File: config.mk
export PLATFORM = sky130hd
export DESIGN_NAME = syn_adc_cap
export DESIGN_NICKNAME = d
export VERILOG_FILES = /design/src/rtl/syn_audio_pkg.sv /design/src/rtl/syn_sync_edge.sv /design/src/rtl/syn_adc_cap.sv
export SDC_FILE = /design/constraint.sdc
export NUM_CORES = 1
export LEC_CHECK = 0
export BUFFER_PORTS_ARGS = -buffer_cell sky130_fd_sc_hd__buf_2
export CORE_UTILIZATION = 51
export CTS_BUF_LIST = sky130_fd_sc_hd__clkbuf_8
export DETAILED_ROUTE_END_ITERATION = 8
export PLACE_DENSITY_LB_ADDON = 0.3
export SLEW_MARGIN = 20
export SYNTH_ARGS = -nofsm -noshare
export SYNTH_HDL_FRONTEND = slang
export SYNTH_HIERARCHICAL = 1
export SYNTH_SLANG_ARGS = --single-unit
File: constraint.sdc
create_clock -name clk -period 5.4 [get_ports clk]
set_input_delay 0.81 -clock clk [delete_from_list [all_inputs] [get_ports clk]]
set_output_delay 0.81 -clock clk [all_outputs]
set_load 0.01 [all_outputs]
File: src/rtl/syn_audio_pkg.sv
// -----------------------------------------------------------------------------
// syn_audio_pkg
// Shared audio types for the capture path:
//   bps_t       - bits per sample selector (16 or 32 bit words)
//   pcm_data_t  - captured stereo sample, left channel in the upper half
//   fsm_state_t - states of the I2S capture FSM in syn_adc_cap
// Helpers:
//   word_len()  - number of bits in a channel word for a given bps_t
//   fmt_word()  - sign-extends 16-bit words to 32 bits, passes 32-bit words
// -----------------------------------------------------------------------------
package syn_audio_pkg;

    typedef enum logic {
        BPS_16 = 1'b0,
        BPS_32 = 1'b1
    } bps_t;

    typedef struct packed {
        logic [31:0] left;
        logic [31:0] right;
    } pcm_data_t;

    typedef enum logic [2:0] {
        IDLE   = 3'd0,
        SYNC   = 3'd1,
        SKIP_L = 3'd2,
        LEFT   = 3'd3,
        SKIP_R = 3'd4,
        RIGHT  = 3'd5
    } fsm_state_t;

    localparam logic [5:0] WORD_LEN_16 = 6'd16;
    localparam logic [5:0] WORD_LEN_32 = 6'd32;

    function automatic logic [5:0] word_len(input bps_t b);
        return (b == BPS_32) ? WORD_LEN_32 : WORD_LEN_16;
    endfunction

    function automatic logic [31:0] fmt_word(input bps_t b, input logic [31:0] w);
        return (b == BPS_32) ? w : {{16{w[15]}}, w[15:0]};
    endfunction

endpackage

File: src/rtl/syn_sync_edge.sv
// -----------------------------------------------------------------------------
// syn_sync_edge
// Multi-flop synchronizer for an asynchronous single-bit input followed by a
// rising-edge detector on the synchronized value.
// Ports:
//   clk, rst_n - system clock, asynchronous active-low reset
//   din        - asynchronous input
//   rise       - one clk cycle high when the synchronized value goes 0 -> 1
// -----------------------------------------------------------------------------
module syn_sync_edge #(
    parameter int STAGES = 2
) (
    input  logic clk,
    input  logic rst_n,
    input  logic din,
    output logic rise
);

    logic [STAGES-1:0] sync_sr;
    logic              prev;

    always_ff @(posedge clk or negedge rst_n) begin
        if (!rst_n) begin
            sync_sr <= '0;
            prev    <= 1'b0;
        end else begin
            sync_sr <= {sync_sr[STAGES-2:0], din};
            prev    <= sync_sr[STAGES-1];
        end
    end

    assign rise = sync_sr[STAGES-1] & ~prev;

endmodule

File: src/rtl/syn_adc_cap.sv
// -----------------------------------------------------------------------------
// syn_adc_cap
// I2S codec capture. bclk/lrc/dat are synchronized into the clk domain; every
// capture action happens in the clk cycle where a bclk rising edge is seen.
// A frame is a left word (lrc=0) followed by a right word (lrc=1); after the
// right word completes the stereo sample is offered on pcm_data/pcm_valid.
//
// Ports:
//   clk, rst_n        - system clock, asynchronous active-low reset
//   adc_en            - capture enable, low returns the FSM to IDLE
//   bps               - word size, sampled at each left-frame start
//   bclk/adc_lrc/adc_dat - codec serial interface (asynchronous)
//   pcm_data/pcm_valid/pcm_ready - output handshake
//   ovrflw            - sticky, a finished frame was dropped (output full)
//   frm_err           - sticky, lrc toggled before a channel word completed
//   err_clr           - pulse clearing ovrflw and frm_err (a new error wins)
//   dbg_state         - current FSM state, for observation only
//
// Output handshake: pcm_data is valid while pcm_valid=1 and is held stable
// until a cycle with pcm_valid=1 and pcm_ready=1, which is the transfer.
// A new frame may load in the transfer cycle itself; if the output is full
// and not being transferred, the new frame is dropped and ovrflw is set.
//
// Frame timing: the bclk edge on which lrc is first seen at its new level
// moves the FSM into SKIP_L/SKIP_R; the following edge is the one-bit delay
// slot and is skipped; the word bits start on the edge after that.
// -----------------------------------------------------------------------------
module syn_adc_cap
    import syn_audio_pkg::*;
#(
    parameter int SYNC_STAGES = 2
) (
    input  logic       clk,
    input  logic       rst_n,
    input  logic       adc_en,
    input  bps_t       bps,
    input  logic       bclk,
    input  logic       adc_lrc,
    input  logic       adc_dat,
    output pcm_data_t  pcm_data,
    output logic       pcm_valid,
    input  logic       pcm_ready,
    output logic       ovrflw,
    output logic       frm_err,
    input  logic       err_clr,
    output fsm_state_t dbg_state
);

    // ------------------------------------------------------------------
    // Input synchronization
    // ------------------------------------------------------------------
    logic                   bclk_rise;
    logic [SYNC_STAGES-1:0] lrc_sr;
    logic [SYNC_STAGES-1:0] dat_sr;
    logic                   lrc_s;
    logic                   dat_s;

    syn_sync_edge #(
        .STAGES(SYNC_STAGES)
    ) u_bclk_sync (
        .clk  (clk),
        .rst_n(rst_n),
        .din  (bclk),
        .rise (bclk_rise)
    );

    always_ff @(posedge clk or negedge rst_n) begin
        if (!rst_n) begin
            lrc_sr <= '0;
            dat_sr <= '0;
        end else begin
            lrc_sr <= {lrc_sr[SYNC_STAGES-2:0], adc_lrc};
            dat_sr <= {dat_sr[SYNC_STAGES-2:0], adc_dat};
        end
    end

    assign lrc_s = lrc_sr[SYNC_STAGES-1];
    assign dat_s = dat_sr[SYNC_STAGES-1];

    // ------------------------------------------------------------------
    // Capture FSM
    // ------------------------------------------------------------------
    fsm_state_t  state;
    bps_t        frame_bps;
    logic        lrc_last;    // lrc as seen on the previous bclk edge
    logic [5:0]  cnt;
    logic [30:0] shreg;       // bits so far; the incoming bit completes 32
    logic [31:0] lchnnl;

    logic        lrc_edge;
    logic [31:0] shift_nxt;
    logic [5:0]  cnt_nxt;
    logic [5:0]  len;
    logic        word_done;
    logic        in_word;
    logic        word_end;
    logic        right_done;
    logic        frm_evt;
    logic [31:0] rchnnl;

    assign lrc_edge   = lrc_s ^ lrc_last;
    assign shift_nxt  = {shreg, dat_s};
    assign cnt_nxt    = cnt + 6'd1;
    assign len        = word_len(frame_bps);
    assign word_done  = (cnt == len);
    assign in_word    = (state == LEFT) || (state == RIGHT);
    // The edge that delivers the last bit of a word (no lrc change on it).
    assign word_end   = adc_en && bclk_rise && in_word && !lrc_edge
                        && !word_done && (cnt_nxt == len);
    assign right_done = word_end && (state == RIGHT);
    assign frm_evt    = adc_en && bclk_rise && in_word && lrc_edge && !word_done;
    assign rchnnl     = fmt_word(frame_bps, shift_nxt);
    assign dbg_state  = state;

    always_ff @(posedge clk or negedge rst_n) begin
        if (!rst_n) begin
            state     <= IDLE;
            frame_bps <= BPS_16;
            lrc_last  <= 1'b0;
            cnt       <= '0;
            shreg     <= '0;
            lchnnl    <= '0;
        end else begin
            if (bclk_rise) begin
                lrc_last <= lrc_s;
            end
            if (!adc_en) begin
                state <= IDLE;
                cnt   <= '0;
                shreg <= '0;
            end else begin
                case (state)
                    IDLE: begin
                        state <= SYNC;
                    end
                    SYNC: begin
                        if (bclk_rise && lrc_last && !lrc_s) begin
                            state     <= SKIP_L;
                            frame_bps <= bps;
                        end
                    end
                    SKIP_L, SKIP_R: begin
                        if (bclk_rise) begin
                            state <= (state == SKIP_L) ? LEFT : RIGHT;
                            cnt   <= '0;
                            shreg <= '0;
                        end
                    end
                    LEFT, RIGHT: begin
                        if (bclk_rise) begin
                            if (lrc_edge) begin
                                // Inside a slot lrc can only move to the
                                // opposite channel, so any edge ends the slot.
                                if (!word_done) begin
                                    state <= SYNC;
                                end else if (state == LEFT) begin
                                    state <= SKIP_R;
                                end else begin
                                    state     <= SKIP_L;
                                    frame_bps <= bps;
                                end
                            end else if (!word_done) begin
                                shreg <= shift_nxt[30:0];
                                cnt   <= cnt_nxt;
                                if (word_end && state == LEFT) begin
                                    lchnnl <= fmt_word(frame_bps, shift_nxt);
                                end
                            end
                        end
                    end
                    default: begin
                        state <= IDLE;
                    end
                endcase
            end
        end
    end

    // ------------------------------------------------------------------
    // Output register and sticky error flags
    // ------------------------------------------------------------------
    always_ff @(posedge clk or negedge rst_n) begin
        if (!rst_n) begin
            pcm_data  <= '0;
            pcm_valid <= 1'b0;
            ovrflw    <= 1'b0;
            frm_err   <= 1'b0;
        end else begin
            if (right_done && (!pcm_valid || pcm_ready)) begin
                pcm_data  <= '{left: lchnnl, right: rchnnl};
                pcm_valid <= 1'b1;
            end else if (pcm_valid && pcm_ready) begin
                pcm_valid <= 1'b0;
            end

            if (right_done && pcm_valid && !pcm_ready) begin
                ovrflw <= 1'b1;
            end else if (err_clr) begin
                ovrflw <= 1'b0;
            end

            if (frm_evt) begin
                frm_err <= 1'b1;
            end else if (err_clr) begin
                frm_err <= 1'b0;
            end
        end
    end

endmodule

* After elaboration in Yosys (flattened, before gate mapping)
Cells that the tools add are included.
** Cells by class
- Bitwise gates (word level) :: 5
- Multiplexer cells :: 34
- Add/subtract/negate cells :: 1
- Reductions and logical operators :: 33
- Equal/unequal tests :: 19
** Operators with widths (count)
- $mux W31 :: 5
- $pmux W31 S2 :: 1
- $mux W6 :: 6
- $mux W32 :: 1
- $mux W3 :: 8
- $ne A3 B3 Y1 const B :: 6
- $logic_and A1 B1 Y1 :: 15
- $eq A6 B6 Y1 :: 2
- $pmux W3 S4 :: 1
- $pmux W6 S2 :: 1
- $mux W1 :: 10
- $ne A2 B2 Y1 const B :: 5
- $reduce_bool A2 Y1 :: 4
- $reduce_and A7 Y1 :: 1
- $add A6 B1 Y6 const B :: 1
- $eq A3 B2 Y1 const B :: 2
- $eq A3 B3 Y1 const B :: 2
- $reduce_and A6 Y1 :: 1
- $logic_not A1 Y1 :: 5
- $reduce_and A5 Y1 :: 1
- $reduce_and A4 Y1 :: 1
- $reduce_or A2 Y1 :: 2
- $eq A3 B1 Y1 const B :: 1
- $logic_not A3 Y1 :: 1
- 6 further kinds :: 9
** Storage, ports and cells
- Logic and storage cells :: 107
- Output and inout port bits :: 70
- Bits in registers :: 148
- Bits of input ports :: 9

* Longest topological paths before layout
- Word-level depth :: 11
- Gate-level depth with buffers :: 10
- Depth with buffers taken out :: 7

* Cells and area by module
Netlist, hierarchy kept.
** Modules (own cells, without submodules)
- syn_adc_cap :: area each 5983.2 um^2, cells an instance 435, seq. area each 3628.5 um^2, instances 1
- syn_sync_edge :: area each 88.8 um^2, cells an instance 4, seq. area each 75.1 um^2, instances 1

* Least setup slack after synthesis
OpenSTA, ideal clock, no wires.
- Kind :: input to register
- Start :: input port adc_en
- End :: register pcm_data[21] (netlist name)
- Slack :: 3.070 ns
- Library setup time :: 0.127 ns
- Arrival time :: 2.203 ns
- Path buffers :: 2
- Cell stages on the path :: 8
- Data required time :: 5.273 ns
- Cells stage by stage :: nand3_1 nor3b_2 nand2_2 nor2_2 and4_1 buf_8 buf_12 mux2_1
** Between the ends
- Word-level cells in the longest chain between the ends :: 7
** Ends and longest elaborated chain
- start: declaration :: line syn_adc_cap.sv:35 : input logic adc_en,
- $logic_and A1 B1 Y1 (3 in series) :: line syn_adc_cap.sv:108 : assign word_end = adc_en && bclk_rise && in_word && !lrc_edge
- $logic_and A1 B1 Y1 (2 in series) :: line syn_adc_cap.sv:109 : && !word_done && (cnt_nxt == len);
- $logic_and A1 B1 Y1 :: line syn_adc_cap.sv:110 : assign right_done = word_end && (state == RIGHT);
- $logic_and A1 B1 Y1 :: line syn_adc_cap.sv:189 : if (right_done && (!pcm_valid || pcm_ready)) begin
- end signal: assignment :: line syn_adc_cap.sv:190 : pcm_data <= '{left: lchnnl, right: rchnnl};
- end: declaration :: line syn_adc_cap.sv:40 : output pcm_data_t pcm_data,
No other way between the ends.
A chain may end at the register's enable or synchronous reset.

* Final worst setup path
- Start :: register frame_bps
- End :: register lchnnl[31]
** Between the ends
- Word-level cells in the longest chain between the ends :: 7
- Elaborated cells on any way between the ends :: 10
- Those cells by class :: 2 x eq/ne; 2 x mux; 1 x bitwise; 5 x reduce/logical
** Ends and longest elaborated chain
- start: declaration :: line syn_adc_cap.sv:84 : bps_t frame_bps;
- start signal: assignment :: line syn_adc_cap.sv:139 : frame_bps <= bps;
- start signal: assignment :: line syn_adc_cap.sv:160 : frame_bps <= bps;
- $mux W6 :: line syn_audio_pkg.sv:36 : return (b == BPS_32) ? WORD_LEN_32 : WORD_LEN_16;
- $eq A6 B6 Y1 :: line syn_adc_cap.sv:105 : assign word_done = (cnt == len);
- $logic_not A1 Y1
- $logic_and A1 B1 Y1 (2 in series) :: line syn_adc_cap.sv:109
- $logic_and A1 B1 Y1 :: line syn_adc_cap.sv:165 : if (word_end && state == LEFT) begin
- $reduce_and A6 Y1 (no line)
- end signal: assignment :: line syn_adc_cap.sv:166 : lchnnl <= fmt_word(frame_bps, shift_nxt);
- end: declaration :: line syn_adc_cap.sv:88 : logic [31:0] lchnnl;
Parallel ways exist; a longest one is shown, timed or not.

==> results.sh <==
export IMPL_cts_hold_buffers=0
export IMPL_netlist_area_um2=6070
export IMPL_drive_above_1_share=0.289
export IMPL_cts_buffers=17
export IMPL_start_util=0.527
export IMPL_fmax_mhz=293
export IMPL_die_area_um2=12300
export IMPL_start_kind="flip-flop"
export IMPL_peakVddDrop_mv=0.215
export IMPL_report_final_hold_viol_count=0
export IMPL_final_nets=521
export IMPL_r2r_cells=7
export IMPL_cts_sinks=148
export IMPL_grt_overflow_total=0
export IMPL_syn_to_final_growth_pct=14.1
export IMPL_dr_pass1_iters=6
export IMPL_antenna_found_initial=0
export IMPL_maxSlewViolCount=0
export IMPL_cts_resized=0
export IMPL_htree_num_levels=4
export IMPL_path_clk_slew_ns=0.08
export IMPL_finalSetupTns_ns=0
export IMPL_r2r_slack_ns=1.99
export IMPL_r2r_end="lchnnl[31]$_DFFE_PN0P_"
export IMPL_fp_dieH_um=111
export IMPL_crit_type="flip-flop to flip-flop"
export IMPL_wl_mm=10.4
export IMPL_ys_ff_latch=148
export IMPL_maxCapViolations=0
export IMPL_n_antenna_cell=0
export IMPL_violations="design-rule violations"
export IMPL_synth_nets=451
export IMPL_cts_tree="built"
export IMPL_rows=39
export IMPL_min_period_ns=3.41
export IMPL_grt_pass1_wl_mm=18.1
export IMPL_dieWidth_um=111
export IMPL_cts_setup_buffers=0
export IMPL_hold_path_startpoint="dat_sr[0]$_DFF_PN0_"
export IMPL_gr_usage_all_layers=0.185
export IMPL_yosys_warnings=6
export IMPL_wl_per_cell_um=15.6
export IMPL_synth_area_leaders="dfrtp_1, mux2_1, mux2_2"
export IMPL_hold_depth=0
export IMPL_p_per_area_nw_per_um2=322
export IMPL_rsz0062_at_grt="false"
export IMPL_clk_latency_ns=0.44
export IMPL_r2r_start="frame_bps$_DFFE_PN0P_"
export IMPL_gp_congestion=0.832
export IMPL_synth_area_per_cell_um2=13.8
export IMPL_async_flop_share=1.00
export IMPL_crit_path_end_kind="flip-flop"
export IMPL_grt_pass1_vias=3693
export IMPL_hpwlAfterDp_mm=6.78
export IMPL_root_buffer="clkbuf_8"
export IMPL_holdPathEnd="dat_sr[1]$_DFF_PN0_"
export IMPL_arrival_ns=3.74
export IMPL_ioPinCount=79
export IMPL_hold_class="flip-flop to flip-flop"
export IMPL_crit_chain="and3b_1 -> o211ai_4 -> nand2b_1 -> nor3_1 -> nand4_1 -> buf_4 -> mux2_1"
export IMPL_port_buffers=78
export IMPL_setup_ws_ns=1.99
export IMPL_synth_top_area_share=0.610
export IMPL_slowest_delay_ns=0.80
export IMPL_crit_required_ns=5.72
export IMPL_fin_util=0.601
export IMPL_yosys_area_top_type="dfrtp_1"
export IMPL_ys_types=41
export IMPL_dp_slack_ns=1.93
export IMPL_cp_slowest_cell="nand4_1"
export IMPL_viasPerCell=5.49
export IMPL_seq_area_frac_synth=0.610
export IMPL_drtIter0Drc=255
export IMPL_setup_viol=0
export IMPL_fin_crit_sh=0.632
export IMPL_worstMarginPinSlew_ns=0.990
export IMPL_netlist_instances=439
export IMPL_power_leakage_nw=3.80
export IMPL_worst_slew_margin_rel=0.338
export IMPL_drc=9
export IMPL_hold_ws_ns=0.352
export IMPL_synth_enable_flop_cells=0
export IMPL_grt_max_degree=112
export IMPL_skew_ns=0.0107
export IMPL_vias=3653
export IMPL_core_um2=11500
export IMPL_crit_fanout=25
export IMPL_status="finished, violations left"
export IMPL_synth_ff_type="dfrtp_1"
export IMPL_antenna_left=0
export IMPL_clockBufferDepth=2
[registers in the layout, indices dropped and copies added (netlist names), 2 cells and up]
signal,flops
lchnnl,32
cnt,6
dbg_state,3
dat_sr,2
pcm_data,64
u_bclk_sync/sync_sr,2
lrc_sr,2
shreg,31
[where the power goes]
group	leakage [nW]	internal [mW]	switching [mW]	total [mW]
logic	1.52	0.0261	0.0534	0.0795
registers	2.05	1.12	0.0265	1.14
clock network	0.236	0.606	0.403	1.01
total	3.80	1.75	0.483	2.23
[cell usage in the layout, fill, tap and decap left out, types with 4 or more instances in the layout]
cell type | synthesis | final
a21oi_1 | 5 | 5
a22o_1 | 32 | 32
and3_1 | 4 | 4
and3b_1 | 4 | 4
buf_2 | 14 | 77
bufinv_16 | 0 | 6
clkbuf_8 | 0 | 18
dfrtp_1 | 148 | 148
inv_1 | 6 | 7
mux2_1 | 68 | 68
mux2_2 | 30 | 30
nand2_1 | 43 | 43
nand2b_1 | 4 | 4
nand3_1 | 7 | 7
nor2_1 | 8 | 8
o21ai_0 | 12 | 12
[cells by family (layout without fill, tap and decap cells)]
logic type               after synthesis  in the layout  synth area share
AO/OA/AOI/OAI                         65             65            0.0820
AND/OR/NAND/NOR                       86             86            0.0709
flip-flops                           148            148             0.610
buffers and inverters                 36            119            0.0437
multiplexers                          98             98             0.182
adder cells (fa/ha/maj)                3              3           0.00618
XOR/XNOR                               3              3           0.00556
[routing by layer]
metal,GRT usage,wire length [um],part of all wire
met5,0,0,0
met2,0.289,4910,0.47
met4,0.0730,170,0.016
met1,0.250,4720,0.46
met3,0.0476,553,0.053
[how the worst max path moves through the flow]
stage,from,endpoint,slack [ns],cells past startpoint
global placement,adc_en,lchnnl[24]$_DFFE_PN0P_,2.14,8
finish,frame_bps$_DFFE_PN0P_,lchnnl[31]$_DFFE_PN0P_,1.99,7
detailed placement,adc_en,lchnnl[31]$_DFFE_PN0P_,1.93,8
floorplan,adc_en,pcm_data[21]$_DFFE_PN0P_,3.07,8
global route,frame_bps$_DFFE_PN0P_,lchnnl[29]$_DFFE_PN0P_,1.71,7
CTS,frame_bps$_DFFE_PN0P_,lchnnl[31]$_DFFE_PN0P_,1.90,7
[cell type report]
class                   count  area, um2
fillers                   915       4590
flip-flops and latches    148       3700
multi-input cells         255       2120
repair buffers             81        419
clock buffers              18        248
clock inverters            14        234
well taps                 143        179
inverters                   6       22.5
[stage by stage]
| stage | std cells | power (mW) | area (um2) |
|---|---|---|---|
| final | 665 | 2.23 | 6930 |
| after global routing | 665 | 2.32 | 6930 |
| after CTS | 665 | 2.26 | 6930 |
| after detailed placement | 633 | 1.25 | 6440 |
| after global placement | 633 | 1.24 | 6440 |
| after floorplan | 439 | 1.21 | 6070 |
[synth_stat cells (2+ instances only)]
master / count
nand3_1: 7
o22ai_1: 2
and2_1: 2
o31ai_1: 3
ha_1: 3
nand2b_1: 4
inv_1: 6
a31oi_1: 4
buf_2: 14
nor3b_2: 2
clkbuf_1: 7
and3b_1: 4
o211ai_1: 2
a21oi_1: 5
mux2_1: 68
nor2_1: 8
dfrtp_1: 148
buf_12: 6
nor2b_1: 2
o21ai_0: 12
and3_1: 4
mux2_2: 30
nor3_1: 3
a22o_1: 32
nand2_1: 43
nand4_1: 3
[critical path, delay by kind of cell (launching register included)]
| kind | cells | cell delay, ns |
|---|---|---|
| compound gates | 1 | 0.29 |
| buf+inv | 1 | 0.54 |
| flops | 1 | 0.66 |
| mux | 1 | 0.34 |
| simple gates | 4 | 1.46 |
Note: power is estimated with default switching activity, not from simulation.
